$ cat src/rtl/spi_bus_arbiter_if.sv
// Bus bundle between SPI requesters/engine and the spi_bus_arbiter.
// The slave side is the arbiter; the master side is the requesters plus engine.
interface spi_bus_arbiter_if #(
  parameter int NUM_REQ = 3
);
  localparam int SEL_W = (NUM_REQ > 1) ? $clog2(NUM_REQ) : 1;

  logic [1:0]         power_mode;
  logic [NUM_REQ-1:0] req;
  logic [NUM_REQ-1:0] urgent;
  logic [NUM_REQ-1:0] gnt;
  logic               eng_start;
  logic [SEL_W-1:0]   eng_sel;
  logic               eng_done;
  logic [NUM_REQ-1:0] done;
  logic               timeout_err;
  logic               busy;

  modport slave (
    input  power_mode, req, urgent, eng_done,
    output gnt, eng_start, eng_sel, done, timeout_err, busy
  );

  modport master (
    output power_mode, req, urgent, eng_done,
    input  gnt, eng_start, eng_sel, done, timeout_err, busy
  );
endinterface

$ cat src/rtl/spi_bus_arbiter.sv
// Round-robin arbiter with urgent override for a shared SPI engine.
// One transaction at a time: IDLE -> START (1 cycle) -> ACTIVE (until done or
// timeout) -> GAP (GAP_CYC cycles) -> IDLE. All outputs come from flops.
module spi_bus_arbiter #(
  parameter int NUM_REQ     = 3,
  parameter int TIMEOUT_CYC = 1024,
  parameter int GAP_CYC     = 4
) (
  input  logic               spi_clk,
  input  logic               rst_n,
  spi_bus_arbiter_if.slave   bus
);
  localparam int SEL_W = (NUM_REQ > 1) ? $clog2(NUM_REQ) : 1;
  localparam int CNT_W = $clog2(TIMEOUT_CYC);
  localparam int GAP_W = (GAP_CYC > 1) ? $clog2(GAP_CYC) : 1;
  localparam logic [SEL_W:0]     NUM_REQ_EXT = (SEL_W+1)'(NUM_REQ);
  localparam logic [SEL_W-1:0]   LAST_IDX    = SEL_W'(NUM_REQ - 1);
  localparam logic [CNT_W-1:0]   CNT_LAST    = CNT_W'(TIMEOUT_CYC - 1);
  localparam logic [GAP_W-1:0]   GAP_LAST    = GAP_W'(GAP_CYC - 1);
  localparam logic [NUM_REQ-1:0] ONE_HOT0    = {{(NUM_REQ-1){1'b0}}, 1'b1};

  typedef enum logic [1:0] {
    ST_IDLE   = 2'd0,
    ST_START  = 2'd1,
    ST_ACTIVE = 2'd2,
    ST_GAP    = 2'd3
  } state_e;

  state_e             state_q, state_d;
  logic [SEL_W-1:0]   rr_q, rr_d;
  logic [SEL_W-1:0]   sel_q, sel_d;
  logic [CNT_W-1:0]   cnt_q, cnt_d;
  logic [GAP_W-1:0]   gap_q, gap_d;
  logic [NUM_REQ-1:0] gnt_q, gnt_d;
  logic [NUM_REQ-1:0] done_q, done_d;
  logic               start_q, start_d;
  logic               tmo_q, tmo_d;
  logic               busy_q, busy_d;

  logic [NUM_REQ-1:0] elig_s;
  logic [NUM_REQ-1:0] urg_s;
  logic [NUM_REQ-1:0] pool_s;
  logic [NUM_REQ-1:0] pool_shift_s;
  logic [SEL_W:0]     idx_ext_s;
  logic               pick_any_s;
  logic [SEL_W-1:0]   pick_idx_s;

  // Requests allowed to compete under the current power mode.
  always_comb begin
    elig_s = '0;
    case (bus.power_mode)
      2'b00:   elig_s = bus.req;
      2'b01:   elig_s = bus.req & bus.urgent;
      default: elig_s = '0;
    endcase
  end

  assign urg_s  = elig_s & bus.urgent;
  assign pool_s = (|urg_s) ? urg_s : elig_s;

  // First set bit of the pool at or after rr_ptr, wrapping; scanning backwards
  // leaves the closest candidate as the final assignment.
  always_comb begin
    pick_any_s   = 1'b0;
    pick_idx_s   = '0;
    idx_ext_s    = '0;
    pool_shift_s = '0;
    for (int i = NUM_REQ - 1; i >= 0; i--) begin
      idx_ext_s = {1'b0, rr_q} + (SEL_W+1)'(i);
      if (idx_ext_s >= NUM_REQ_EXT) begin
        idx_ext_s = idx_ext_s - NUM_REQ_EXT;
      end else begin
        idx_ext_s = idx_ext_s;
      end
      pool_shift_s = pool_s >> idx_ext_s[SEL_W-1:0];
      if (pool_shift_s[0]) begin
        pick_any_s = 1'b1;
        pick_idx_s = idx_ext_s[SEL_W-1:0];
      end else begin
        pick_any_s = pick_any_s;
      end
    end
  end

  // Next-state and next-output decode; pulses default low every cycle.
  always_comb begin
    state_d = state_q;
    rr_d    = rr_q;
    sel_d   = sel_q;
    cnt_d   = cnt_q;
    gap_d   = gap_q;
    gnt_d   = gnt_q;
    done_d  = '0;
    start_d = 1'b0;
    tmo_d   = 1'b0;
    case (state_q)
      ST_IDLE: begin
        if (pick_any_s) begin
          state_d = ST_START;
          gnt_d   = ONE_HOT0 << pick_idx_s;
          sel_d   = pick_idx_s;
          start_d = 1'b1;
        end else begin
          gnt_d = '0;
        end
      end
      ST_START: begin
        state_d = ST_ACTIVE;
        cnt_d   = '0;
      end
      ST_ACTIVE: begin
        if (bus.eng_done || (cnt_q == CNT_LAST)) begin
          state_d = ST_GAP;
          gnt_d   = '0;
          gap_d   = '0;
          rr_d    = (sel_q == LAST_IDX) ? '0 : (sel_q + SEL_W'(1));
          if (bus.eng_done) begin
            done_d = ONE_HOT0 << sel_q;
          end else begin
            tmo_d = 1'b1;
          end
        end else begin
          cnt_d = cnt_q + CNT_W'(1);
        end
      end
      ST_GAP: begin
        gnt_d = '0;
        if (gap_q == GAP_LAST) begin
          state_d = ST_IDLE;
        end else begin
          gap_d = gap_q + GAP_W'(1);
        end
      end
      default: begin
        state_d = ST_IDLE;
        gnt_d   = '0;
      end
    endcase
    busy_d = (state_d != ST_IDLE);
  end

  // State and output registers with synchronous active-low reset.
  always_ff @(posedge spi_clk) begin
    if (!rst_n) begin
      state_q <= ST_IDLE;
      rr_q    <= '0;
      sel_q   <= '0;
      cnt_q   <= '0;
      gap_q   <= '0;
      gnt_q   <= '0;
      done_q  <= '0;
      start_q <= 1'b0;
      tmo_q   <= 1'b0;
      busy_q  <= 1'b0;
    end else begin
      state_q <= state_d;
      rr_q    <= rr_d;
      sel_q   <= sel_d;
      cnt_q   <= cnt_d;
      gap_q   <= gap_d;
      gnt_q   <= gnt_d;
      done_q  <= done_d;
      start_q <= start_d;
      tmo_q   <= tmo_d;
      busy_q  <= busy_d;
    end
  end

  assign bus.gnt         = gnt_q;
  assign bus.eng_start   = start_q;
  assign bus.eng_sel     = sel_q;
  assign bus.done        = done_q;
  assign bus.timeout_err = tmo_q;
  assign bus.busy        = busy_q;
endmodule

$ cat src/flat_wrapper.sv
// flat-port wrapper written by rule: the top's interface ports become plain ports
module spi_bus_arbiter_flat 
#(
  parameter int NUM_REQ     = 3,
  parameter int TIMEOUT_CYC = 1024,
  parameter int GAP_CYC     = 4
)
  (spi_clk, rst_n, bus_power_mode, bus_req, bus_urgent, bus_eng_done, bus_gnt, bus_eng_start, bus_eng_sel, bus_done, bus_timeout_err, bus_busy);
  spi_bus_arbiter_if #(.NUM_REQ(NUM_REQ)) bus_i ();
  input  logic spi_clk;
  input  logic rst_n;
  input wire logic [$bits(bus_i.power_mode)-1:0] bus_power_mode;
  input wire logic [$bits(bus_i.req)-1:0] bus_req;
  input wire logic [$bits(bus_i.urgent)-1:0] bus_urgent;
  input wire logic [$bits(bus_i.eng_done)-1:0] bus_eng_done;
  output wire logic [$bits(bus_i.gnt)-1:0] bus_gnt;
  output wire logic [$bits(bus_i.eng_start)-1:0] bus_eng_start;
  output wire logic [$bits(bus_i.eng_sel)-1:0] bus_eng_sel;
  output wire logic [$bits(bus_i.done)-1:0] bus_done;
  output wire logic [$bits(bus_i.timeout_err)-1:0] bus_timeout_err;
  output wire logic [$bits(bus_i.busy)-1:0] bus_busy;
  assign bus_i.power_mode = bus_power_mode;
  assign bus_i.req = bus_req;
  assign bus_i.urgent = bus_urgent;
  assign bus_i.eng_done = bus_eng_done;
  assign bus_gnt = bus_i.gnt;
  assign bus_eng_start = bus_i.eng_start;
  assign bus_eng_sel = bus_i.eng_sel;
  assign bus_done = bus_i.done;
  assign bus_timeout_err = bus_i.timeout_err;
  assign bus_busy = bus_i.busy;
  spi_bus_arbiter #(.NUM_REQ(NUM_REQ), .TIMEOUT_CYC(TIMEOUT_CYC), .GAP_CYC(GAP_CYC)) u_core (.spi_clk(spi_clk), .rst_n(rst_n), .bus(bus_i));
endmodule
$ cat config.mk
export PLATFORM = sky130hd
export DESIGN_NAME = spi_bus_arbiter_flat
export DESIGN_NICKNAME = d
export VERILOG_FILES = /design/src/rtl/spi_bus_arbiter_if.sv /design/src/rtl/spi_bus_arbiter.sv /design/src/flat_wrapper.sv
export SDC_FILE = /design/constraint.sdc
export NUM_CORES = 1
export LEC_CHECK = 0
export CORE_MARGIN = 2
export CORE_UTILIZATION = 45
export CTS_CLUSTER_DIAMETER = 50
export DETAILED_ROUTE_END_ITERATION = 12
export GPL_TIMING_DRIVEN = 0
export PLACE_DENSITY_LB_ADDON = 0.08
export SLEW_MARGIN = 5
export SYNTH_ARGS = -nofsm -noshare
export SYNTH_HDL_FRONTEND = slang
export SYNTH_SLANG_ARGS = --single-unit
$ cat constraint.sdc
create_clock -name spi_clk -period 2.21 [get_ports spi_clk]
set_input_delay 0.663 -clock spi_clk [delete_from_list [all_inputs] [get_ports spi_clk]]
set_output_delay 0.663 -clock spi_clk [all_outputs]
set_load 0.03 [all_outputs]
==> metrics.md, run 1 <==
| Metric | Value |
|---|---|
| Post-route minimum period | 2.12 ns |
| First-pass GRT wire length | 5060 um |
| ANT cells | 0 |
| Total GRT Usage | 18.4% |
| Kind of end point of the critical path | flip-flop |
| Critical path class | in2reg |
| Pwr per Cell Area | 562 nW/um^2 |
| Critical Path AT | 2.34 ns |
| DRT Pass-1 Iters | 4 |
| Total power | 0.000975 W |
| Final cell count without fillers | 220 |
| I/O pin total | 22 |
| Routed WL | 2980 um |
| Sinks on the clock net | 27 |
| Max_cap viols | 0 |
| Synth Flop Type | dfxtp_1 |
| CTS tree | done |
| Synth async-reset ratio | 0% |
| Core area | 3000 sq um |
| Worst-skew pair later-pin latency | 0.33 ns |
| Hold path start | u_core.bus.gnt[2] |
| Drt wl/cell | 13.6 um |
| YS warnings | 0 |
| WHS | 0.502 ns |
| Hold/Removal Path Class | reg2reg |
| Final setup violating endpoints | 0 |
| Post-Place Cells | 215 |
| Clock slew at reported path FFs | 0.16 ns |
| Startpoint Class | primary input |
| DRC Markers | 0 |
| Post-synthesis cell area | 1390 sq um |
| Post-DP HPWL | 2210 um |
| Top achievable clock speed | 472 MHz |
| Unrepaired setup endpoints after global routing | yes |
| Row count | 20 |
| Die extent in y | 59.5 um |
| Seq cells post-synth | 27 |
| Relative slew slack | 61.8% |
| Post-synth net total | 177 |
| Grt ovf | 0 |
| Static Leak | 0.668 nW |
| Detailed router's first-iteration violation count | 51 |
| Worst Path Required | 2.43 ns |
| Largest net degree at the start of global routing | 17 |
| Root Driver | clkbuf_4 |
| Final #Nets | 203 |
| Syn-to-layout area delta | 25.1% |
| Vias | 1288 |
| Finished Cell Area | 1740 sq um |
| Die width | 59.5 um |
| RR Startpoint | u_core.rr_q[0] |
| Outcome | finished, final reports clean |
| Starting Density | 46.2% |
| H-tree depth | 1 |
| Fraction of layout cells with a size suffix above 1 | 12.3% |
| Routability Congestion | 0.771 |
| Vias/cell | 5.85 |
| Worst Skew | 0.0205 ns |
| Worst VDD drop | 0.296 mV |
| Slew @ Worst Pin | 0.569 ns |
| Syn avg cell area | 8.57 sq um |
| Placed cell area | 1630 sq um |
| Cells after Synth | 162 |
| Final Max Slew Viols | 0 |
| Hold Fails Final Rpt | 0 |
| Vias in the first global route | 1213 |
| Final Cycle Share | 95.8% |
| Setup crit start | bus_power_mode[0] |
| Initial antenna violation count | 0 |
| Synth cell types | 44 |
| Post-synth EDFFs | 0 |
| Die area | 3540 sq um |
| CTS Buf Count | 3 |
| Routed Antenna Nets | 0 |
| Max clock buf depth | 2 |
| Port Buf Inserts | 20 |
| Max Fanout on Critical Path | 4 |
| Sequential element share of the synthesized area | 39.0% |
## stage by stage
step                      util, %  setup WS [ns]  setup TNS [ns]
final                        57.8         0.0930               0
after global routing         57.8        -0.0314         -0.0499
after CTS                    56.0        0.00218               0
after detailed placement     54.3         -0.444           -2.84
after global placement       54.3         -0.384           -2.42
after floorplan                 -          0.231               0
## worst max-delay path, stage by stage
cell and delay [ns]:
clkdlybuf4s50_1 0.49, o31ai_4 0.39, nand2_2 0.11, a311o_2 0.44
o21ai_0 0.17, a21oi_1 0.08
## per-layer routing
layer	track usage, %	vias to the layer above	routed length [um]
met1	23.1	616	1400
li1	-	643	-
met5	0	-	0
met2	31.9	23	1450
met4	6.98	0	55
met3	2.62	6	73
## final timing paths
check,to,slack [ns],cells past startpoint
worst max-delay path,u_core.bus.eng_sel[0],0.09,6
worst min-delay path,u_core.bus.gnt[2],0.50,1
worst max register to register,u_core.bus.gnt[1],0.19,7
worst min register to register,u_core.bus.gnt[2],0.50,1
## layout by cell type (no fill, tap or decap), drive strengths merged, types with 4 or more instances in the layout
master         Yosys  routed
clkdlybuf4s50      0      12
o21ai              7       7
dlymetal6s2s       0       8
nor2              25      25
dfxtp             27      27
xnor2              5       5
nand2             16      16
inv                6       6
clkbuf             5       7
ha                 4       4
a21oi              7       7
nand3              8       8
## cell type report
type	count	area, sq um
Sequential cell	27	541
Clock inverter	1	7.51
Buffer	4	15.0
Tap cell	33	41.3
Clock buffer	3	22.5
Inverter	6	22.5
Multi-Input combinational cell	124	851
Fill cell	274	1270
Timing Repair Buffer	22	235
## synth_stat cells, types with 2 or more instances
cell      number  share of area [%]
nor2_1        25                6.8
xnor2_1        5                3.2
nand2_1       15                4.1
o21ai_0        5                1.8
inv_1          6                1.6
ha_1           4                3.6
or3_1          2               0.90
nor4_1         3                1.4
and3_1         2               0.90
o211ai_1       2                1.1
xor2_1         2                1.3
nand4_1        3                1.4
a32o_1         2                1.4
nor3b_1        3                1.6
o21ai_1        2               0.72
nand3_1        8                2.9
mux2i_1        3                2.2
dfxtp_1       27                 39
clkbuf_1       5                1.4
a221oi_1       2                1.3
nor2b_1        3                1.4
a31oi_1        2               0.90
a21oi_1        7                2.5
a21boi_0       2                1.1
nor3_1         3                1.1
## flip-flops by register name, summed over array words and instances, names as in the netlist
name	flops
u_core.bus.eng_sel	2
u_core.bus.timeout_err	1
u_core.bus.gnt	3
u_core.bus.busy	1
u_core.rr_q	2
u_core.cnt_q	10
u_core.gap_q	2
u_core.bus.eng_start	1
u_core.bus.done	3
u_core.state_q	2
## report_power, final
part,leakage (nW),internal [W],switching (W)
Sequential,0.219,0.000507,0.0000148
Clock,0.0139,0.0000691,0.000148
Combinational,0.436,0.0000976,0.000139
## what timing repair did
action | 4_1_cts | 5_1_grt
hold buffers | 0 | 0
gates cloned | 0 | 0
pin swaps | 3 | 11
setup buffers | 1 | 1
gates resized for setup | 3 | 16
setup endpoints to repair | 4 | 7
## logic make-up after synthesis
logic type,after synthesis,synth area share (%)
AND/OR/NAND/NOR,73,25.5
buffers and inverters,11,2.98
multiplexers,3,2.16
adder cells (fa/ha/maj),4,3.61
flip-flops,27,39.0
XOR/XNOR,7,4.42
AO/OA/AOI/OAI,37,22.4
(Power assumes the default switching activity.)
==> run 2: changes to the inputs <==
- GPL_TIMING_DRIVEN: 0 -> default
==> run 2 against run 1 <==
Worst setup slack worse by 0.042 ns. Cell count is 4.1% higher. Sequential share of layout area shrank 1.6 points. Critical path type unchanged. Critical path depth increased by 1. Critical endpoint is now u_core.bus.gnt[0]. First-iteration DRC count is 3.9% lower. Highest routed layer is now met3. Total power rose by 1.8%. Register-to-register slack about the same.
==> metrics.md, run 2 (synthesis gave the netlist of run 1 again) <==
| Metric | Value |
|---|---|
| Static Leak | 0.686 nW (was 0.668 nW) |
| Final cell count without fillers | 229 (was 220) |
| H-tree depth | 1 (unchanged) |
| Post-route minimum period | 2.16 ns (was 2.12 ns) |
| Largest register by flop count | u_core.cnt_q (unchanged) |
| Routability Congestion | 0.799 (was 0.771) |
| Starting Density | 46.2% (unchanged) |
| Fin worst setup slack | 0.0506 ns (was 0.0930 ns) |
| Slew @ Worst Pin | 0.577 ns (was 0.569 ns) |
| Final #Nets | 212 (was 203) |
| Hold Fails Final Rpt | 0 (unchanged) |
| Commonest non-fill, non-tap cell in the layout | dfxtp_1 (unchanged) |
| CTS Buf Count | 3 (unchanged) |
| Fraction of layout cells with a size suffix above 1 | 18.9% (was 12.3%) |
| Post-Place Cells | 223 (was 215) |
| Routed WL | 3000 um (was 2980 um) |
| Relative slew slack | 61.3% (was 61.8%) |
| Detailed router's first-iteration violation count | 49 (was 51) |
| Die width | 59.5 um (unchanged) |
| Grt ovf | 0 (unchanged) |
| DRT Pass-1 Iters | 4 (unchanged) |
| CP max stage cell | clkdlybuf4s50_1 (unchanged) |
| Final setup violating endpoints | 0 (unchanged) |
| Pre-CTS setup slack | -0.379 ns (was -0.444 ns) |
| Max clock buf depth | 2 (unchanged) |
| Worst Path Required | 2.44 ns (was 2.43 ns) |
| Max FFs per register | 10 (unchanged) |
| Worst VDD drop | 0.220 mV (was 0.296 mV) |
| Final Core Density | 60.8% (was 57.8%) |
| Largest net degree at the start of global routing | 16 (was 17) |
| Drt wl/cell | 13.1 um (was 13.6 um) |
| Total GRT Usage | 18.5% (was 18.4%) |
| Vias in the first global route | 1193 (was 1213) |
| Final Cycle Share | 97.7% (was 95.8%) |
| Die extent in y | 59.5 um (unchanged) |
| CTS tree | done (unchanged) |
| Outcome | finished, final reports clean (unchanged) |
| Top achievable clock speed | 463 MHz (was 472 MHz) |
| Port Buf Inserts | 21 (was 20) |
| ANT cells | 0 (unchanged) |
| Syn-to-layout area delta | 31.6% (was 25.1%) |
| Root Driver | clkbuf_4 (unchanged) |
| Critical Path AT | 2.39 ns (was 2.34 ns) |
| Post-DP HPWL | 2310 um (was 2210 um) |
| Initial antenna violation count | 0 (unchanged) |
| Max Fanout on Critical Path | 4 (unchanged) |
| Final Max Slew Viols | 0 (unchanged) |
| I/O pin total | 22 (unchanged) |
| Most frequent cells in the layout | dfxtp_1, nor2_1, clkdlybuf4s50_1 (was dfxtp_1, nor2_1, nand2_1) |
| Hold/Removal Path Class | reg2reg (unchanged) |
| Worst Skew | 0.00332 ns (was 0.0205 ns) |
| DRC Markers | 0 (unchanged) |
| Core area | 3000 sq um (unchanged) |
| Crit-path max cell delay | 0.50 ns (was 0.49 ns) |
| Max_cap viols | 0 (unchanged) |
| Row count | 20 (unchanged) |
| Sinks on the clock net | 27 (unchanged) |
| Routed Antenna Nets | 0 (unchanged) |
| Die area | 3540 sq um (unchanged) |
| Critical path class | in2reg (unchanged) |
| Kind of end point of the critical path | flip-flop (unchanged) |
| Hold_buf cts | 0 (unchanged) |
| Unrepaired setup endpoints after global routing | no (was yes) |
| First-pass GRT wire length | 5070 um (was 5060 um) |
| Vias | 1282 (was 1288) |
| Startpoint Class | primary input (unchanged) |
| Worst-skew pair later-pin latency | 0.31 ns (was 0.33 ns) |
| Vias/cell | 5.60 (was 5.85) |
| Clock slew at reported path FFs | 0.15 ns (was 0.16 ns) |
| CP Cell Sequence | clkdlybuf4s50_1 > nor2_1 > nand4b_1 > a311oi_2 > buf_4 > a2111oi_4 > o41ai_2 (was clkdlybuf4s50_1 > o31ai_4 > nand2_2 > a311o_2 > o21ai_0 > a21oi_1) |
| Pwr per Cell Area | 543 nW/um^2 (was 562 nW/um^2) |
==> run 2: final timing paths <==
kind	startpoint	endpoint	slack (ns)	cells after the start
setup / recovery	bus_power_mode[0]	u_core.bus.gnt[0]	0.05	7
hold / removal	u_core.bus.gnt[0]	u_core.bus.gnt[0]	0.50	2
setup reg to reg	u_core.rr_q[0]	u_core.bus.gnt[1]	0.18	7
hold reg to reg	u_core.bus.gnt[0]	u_core.bus.gnt[0]	0.50	2
==> run 2: area by class of cell <==
cell class | instances | area (sq um)
Clock buffer | 3 | 22.5
Inverter | 6 | 22.5
Tap cell | 33 | 41.3
Clock inverter | 1 | 5.00
Timing Repair Buffer | 35 | 328
Fill cell | 266 | 1180
Sequential cell | 27 | 541
Multi-Input combinational cell | 124 | 867
==> run 2: repair_timing <==
action / in CTS / in global routing
pin swaps: 4 / 9
endpoints found under the hold margin: 0 / 0
buffers inserted: 0 / 2
setup endpoints to repair: 3 / 8
gates cloned: 0 / 0
resized for setup: 4 / 16
==> run 2: metal layers <==
layer	global-route usage, %	share of wire [%]	vias to the layer above
met5	0	0	-
met4	5.71	0	0
met3	1.97	1.6	0
met2	32.7	49	17
met1	23.5	49	608
li1	-	-	657
==> run 2: report_power, final <==
group | total (W) | switching, W | internal, W
clock network | 0.000210 | 0.000142 | 0.0000676
registers | 0.000526 | 0.0000195 | 0.000507
logic | 0.000256 | 0.000140 | 0.000116
==> run 2: worst max-delay path: cells and delay by family <==
kind | cells | cell delay, ns
compound gates | 3 | 0.70
buf+inv | 2 | 0.67
simple gates | 2 | 0.35
==> run 2: through the flow <==
stage          total power [W]  hold slack, ns  setup TNS (ns)  cell area (sq um)
2_1_floorplan         0.000669           0.464               0               1390
3_3_place_gp          0.000765           0.456           -2.47               1710
3_5_place_dp          0.000769           0.446           -2.58               1710
4_1_cts               0.000978           0.489        -0.00238               1750
5_1_grt                0.00105           0.507               0               1830
6_report              0.000992           0.498               0               1830
